$ cat src/rtl/seg7_to_num.sv
// seg7_to_num: stability-filtered 7-segment pattern decoder with a one-entry
// valid/ready holding register and sticky overrun flag.
module seg7_to_num #(
    parameter int STABLE_CYCLES = 4
) (
    input  logic       clk,
    input  logic       rst,
    input  logic [6:0] seg_n,
    input  logic       out_ready,
    output logic       out_valid,
    output logic [3:0] out_digit,
    output logic       out_blank,
    output logic       out_err,
    output logic       overrun
);
    localparam logic [7:0] S = 8'(STABLE_CYCLES);
    logic [6:0] seg_q, cand, last;
    logic       last_ok;
    logic [7:0] cnt;
    logic       changed, accept, emit;
    logic [3:0] dec_digit;
    logic       dec_blank, dec_err;
    // cand is always the previous seg_q, so a mismatch marks the start of a new run
    always_comb begin
        changed = seg_q != cand;
        accept  = changed ? (S == 8'd1) : (cnt == S - 8'd1);
        emit    = accept && (!last_ok || seg_q != last);
    end
    always_comb begin
        dec_digit = 4'h0;
        dec_blank = seg_q == 7'h00;
        dec_err   = 1'b0;
        case (seg_q)
            7'h7E: dec_digit = 4'h0;
            7'h30: dec_digit = 4'h1;
            7'h6D: dec_digit = 4'h2;
            7'h79: dec_digit = 4'h3;
            7'h33: dec_digit = 4'h4;
            7'h5B: dec_digit = 4'h5;
            7'h5F: dec_digit = 4'h6;
            7'h70: dec_digit = 4'h7;
            7'h7F: dec_digit = 4'h8;
            7'h7B: dec_digit = 4'h9;
            7'h77: dec_digit = 4'hA;
            7'h1F: dec_digit = 4'hB;
            7'h4E: dec_digit = 4'hC;
            7'h3D: dec_digit = 4'hD;
            7'h4F: dec_digit = 4'hE;
            7'h47: dec_digit = 4'hF;
            7'h00: dec_digit = 4'h0;
            default: dec_err = 1'b1;
        endcase
    end
    always_ff @(posedge clk) begin
        if (rst) begin
            seg_q     <= 7'h00;
            cand      <= 7'h00;
            cnt       <= 8'd0;
            last      <= 7'h00;
            last_ok   <= 1'b0;
            out_valid <= 1'b0;
            out_digit <= 4'h0;
            out_blank <= 1'b0;
            out_err   <= 1'b0;
            overrun   <= 1'b0;
        end else begin
            seg_q <= ~seg_n;
            cand  <= seg_q;
            cnt   <= changed ? 8'd1 : (cnt == S ? cnt : cnt + 8'd1);
            if (emit) begin
                last      <= seg_q;
                last_ok   <= 1'b1;
                out_valid <= 1'b1;
                out_digit <= dec_digit;
                out_blank <= dec_blank;
                out_err   <= dec_err;
                if (out_valid && !out_ready)
                    overrun <= 1'b1;
            end else if (out_ready) begin
                out_valid <= 1'b0;
            end
        end
    end
endmodule

$ cat config.mk
export PLATFORM = sky130hd
export DESIGN_NAME = seg7_to_num
export DESIGN_NICKNAME = d
export VERILOG_FILES = /design/src/rtl/seg7_to_num.sv
export SDC_FILE = /design/constraint.sdc
export NUM_CORES = 1
export LEC_CHECK = 0
export CAP_MARGIN = 20
export CORE_UTILIZATION = 35
export CTS_CLUSTER_SIZE = 28
export DETAILED_ROUTE_END_ITERATION = 7
export PLACE_DENSITY = 0.61
export REMOVE_ABC_BUFFERS = 1
export SLEW_MARGIN = 10
export SYNTH_ARGS = -nofsm -noshare
export SYNTH_HDL_FRONTEND = slang
export SYNTH_SLANG_ARGS = --single-unit
$ cat constraint.sdc
create_clock -name clk -period 3.75 [get_ports clk]
set_input_delay 0.75 -clock clk [delete_from_list [all_inputs] [get_ports clk]]
set_output_delay 0.75 -clock clk [all_outputs]
set_load 0.05 [all_outputs]
==> results by group <==
Global route
  – First-pass GRT wire length: 5830 um
  – Number of global-route vias before repair: around 1300
  – Largest net degree at the start of global routing: 24
  – Total routing resource utilization after global routing: a little over an eighth
  – Initial antenna violation count: 0
  – Residual overflow from global routing: 0

Clocking
  – CTS root buffer: clkbuf_8
  – Cts-stage hold buffer count: 0
  – Number of buffers created by CTS: 5
  – Clock tree sinks: 38
  – Post-CTS setup buffer count: 0
  – Maximum buffer depth of the clock tree: 2
  – Clock-pin slew on the worst setup and hold paths: 0.08 ns
  – Number of H-tree levels: 2
  – PostCTS Resize Cnt: 0
  – Clock tree from TritonCTS: built
  – Worst skew pair latency: between 0.2 and 0.3 ns

Routing
  – Detailed router's first-iteration violation count: 47
  – Routed wire per std cell: between 10 and 15 um
  – Vias after detailed routing: approximately 1400
  – Count of nets left with antenna violations after detail routing: 0
  – DRC: 0
  – 1st-pass router iterations: 4
  – Via density per instance: 5.03
  – Total wire length after detailed routing: roughly 3500 um

Worst setup path
  – Critical path fanouts, max: 11
  – Path type of the worst setup path: reg -> reg
  – Crit path arrival time: around 2.8 ns
  – Type of element capturing the critical path: register
  – CP Launch Type: register
  – Required time at the endpoint of the critical path: 3.93 ns

Floorplanning
  – Initial core utilization: about 37%
  – Site row count: 26
  – DIE WIDTH: approximately 76 um
  – Die height: between 70 and 80 um
  – Die ar.: between 0.005 and 0.006 sq mm
  – Core Area: between 0.005 and 0.006 sq mm
  – Number of ports placed on the die boundary: 18

STA
  – Clk_skew: between 0.006 and 0.007 ns
  – Pins Over Slew Limit: 0
  – Unrepaired setup endpoints after global routing: no
  – Final min period: roughly 2.6 ns
  – Worst hold margin: around 0.47 ns
  – Post-route clock period utilization: 68.4%
  – Total count of hold-check failures in the final report: 0
  – Rel. slew slack: a little under three fifths
  – Transition time at the pin with the least slew margin: roughly 0.66 ns
  – Total of endpoints with negative setup slack in the final report: 0
  – Sum of negative setup slack: 0 ns
  – Maximum clock frequency: 390 MHz

Yosys
  – Yosys synthesis warning count: 0
  – List of most frequent post-synthesis cells: dfxtp_1 (38), nor2_1 (21), nor2b_1 (16)
  – Area fraction of the dominant cell type after synthesis: roughly 40%
  – Library cell with the highest instance count after synthesis: dfxtp_1
  – Yosys cell types: between 40 and 50
  – Primary flip-flop cell chosen by synthesis mapping: dfxtp_1
  – Cell area after technology mapping: between 0.0015 and 0.002 sq mm
  – Leading post-synthesis cells by cell area: dfxtp_1 (40%), xnor2_1 (5.5%), nor2b_1 (5.2%), mux2_4 (4.7%), xor2_1 (4.6%)
  – Cell type with the highest aggregate area in the netlist: dfxtp_1
  – Synthesized flop and latch total: 38
  – Gate count after technology mapping: 205
  – Share of synthesized area occupied by flip-flops and latches: between 30% and 40%
  – Fraction of registers with async set/reset: 0%
  – Post-synthesis area per instance: 9.31 sq um
  – Number of enable-type register cells in the synthesized netlist: 0

Cells and area
  – Diode insertion count for antenna repair: 0
  – Final-stage net count: 227
  – Fraction of layout instances using a drive strength above 1: roughly 11%
  – Signed area change from the synthesized netlist to the final layout: 15.5%

Pwr
  – IR Drop Worst-Case VDD: approximately 0.00025 V
  – PwrDens: 353 mW/mm^2
  – P_leak: about 0.00080 uW

Place
  – Detail Placement HPWL: 2380 um
  – Count of input and output buffers: 17
  – Routability cong.: around 0.79

Run
  – Maxcap violations: 0

Worst hold path
  – Worst hold-check path type: reg -> reg

Run status
  – Run status: completed
[report_power, final]
part | internal [uW] | switching, uW | total, uW
Combinational | 30.4 | 24.9 | 55.3
Sequential | 411 | 21.8 | 433
Clock | 148 | 143 | 291
[area by class of cell]
type / instances / area, sq um
sequential: 38 / 761
fill: 516 / 2970
multi-input combinational: 150 / 1080
tap: 70 / 87.6
clock buffer: 6 / 82.6
clock inverter: 2 / 12.5
timing repair buffer: 18 / 178
inverter: 2 / 7.51
[kinds of logic (layout without fill, tap and decap cells)]
group                    Yosys count  count (layout)  synth area share (%)
AND/OR/NAND/NOR                   89              89                  28.3
flip-flops                        38              38                  39.9
AO/OA/AOI/OAI                     26              26                  9.25
XOR/XNOR                          22              22                  10.1
buffers and inverters             17              28                  3.74
multiplexers                      11              11                  7.48
adder cells (fa/ha/maj)            2               2                  1.31
[placed cells by master, fill, tap and decap left out, types with 3 or more instances in the layout]
cell type,count
dfxtp_1,38
nor2_1,21
clkdlybuf4s50_1,17
nor2b_1,16
xnor2_1,12
xor2_1,10
nand3_1,9
a21oi_1,9
nand4_1,7
mux2_4,6
nand2b_1,6
clkbuf_8,6
nand2_1,5
and3_1,3
a311oi_1,3
mux2i_1,3
o21ai_0,3
[through the flow]
stage	utilization [%]	setup WS, ns	total power [uW]	instance area (sq um)	cells
after floorplan	-	1.39	471	1840	190
after global placement	40.8	1.24	498	2110	278
after detailed placement	40.8	1.20	498	2110	278
after CTS	42.6	1.18	789	2200	286
after global routing	42.6	1.10	814	2200	286
final	42.6	1.19	779	2200	286
[registers in the layout (all words and copies together), names as in the netlist]
register,flops
cand,7
cnt,8
last,7
last_ok,1
out_blank,1
out_digit,4
out_err,1
out_valid,1
overrun,1
seg_q,7
[final timing paths]
kind / startpoint / cells past startpoint / slack, ns / to
hold reg to reg: overrun / 2 / 0.47 / overrun
setup / recovery: cnt[4] / 5 / 1.19 / last[1]
setup reg to reg: cnt[4] / 5 / 1.19 / last[1]
hold / removal: overrun / 2 / 0.47 / overrun
[layer usage]
metal  vias to the layer above  routed length (um)  GRT usage [%]
met1                       679                1820           17.7
met5                         -                   0              0
met4                         0                   8           4.32
met3                         2                 129           3.97
li1                        736                   -              -
met2                        22                1560           21.1
[critical path: stages (launching register included)]
cell	delay, ns
dfxtp_1	0.36
or4_4	0.55
or4b_4	0.54
nor3_4	0.33
nand2_2	0.31
mux2_4	0.37
(Power assumes the default switching activity.)
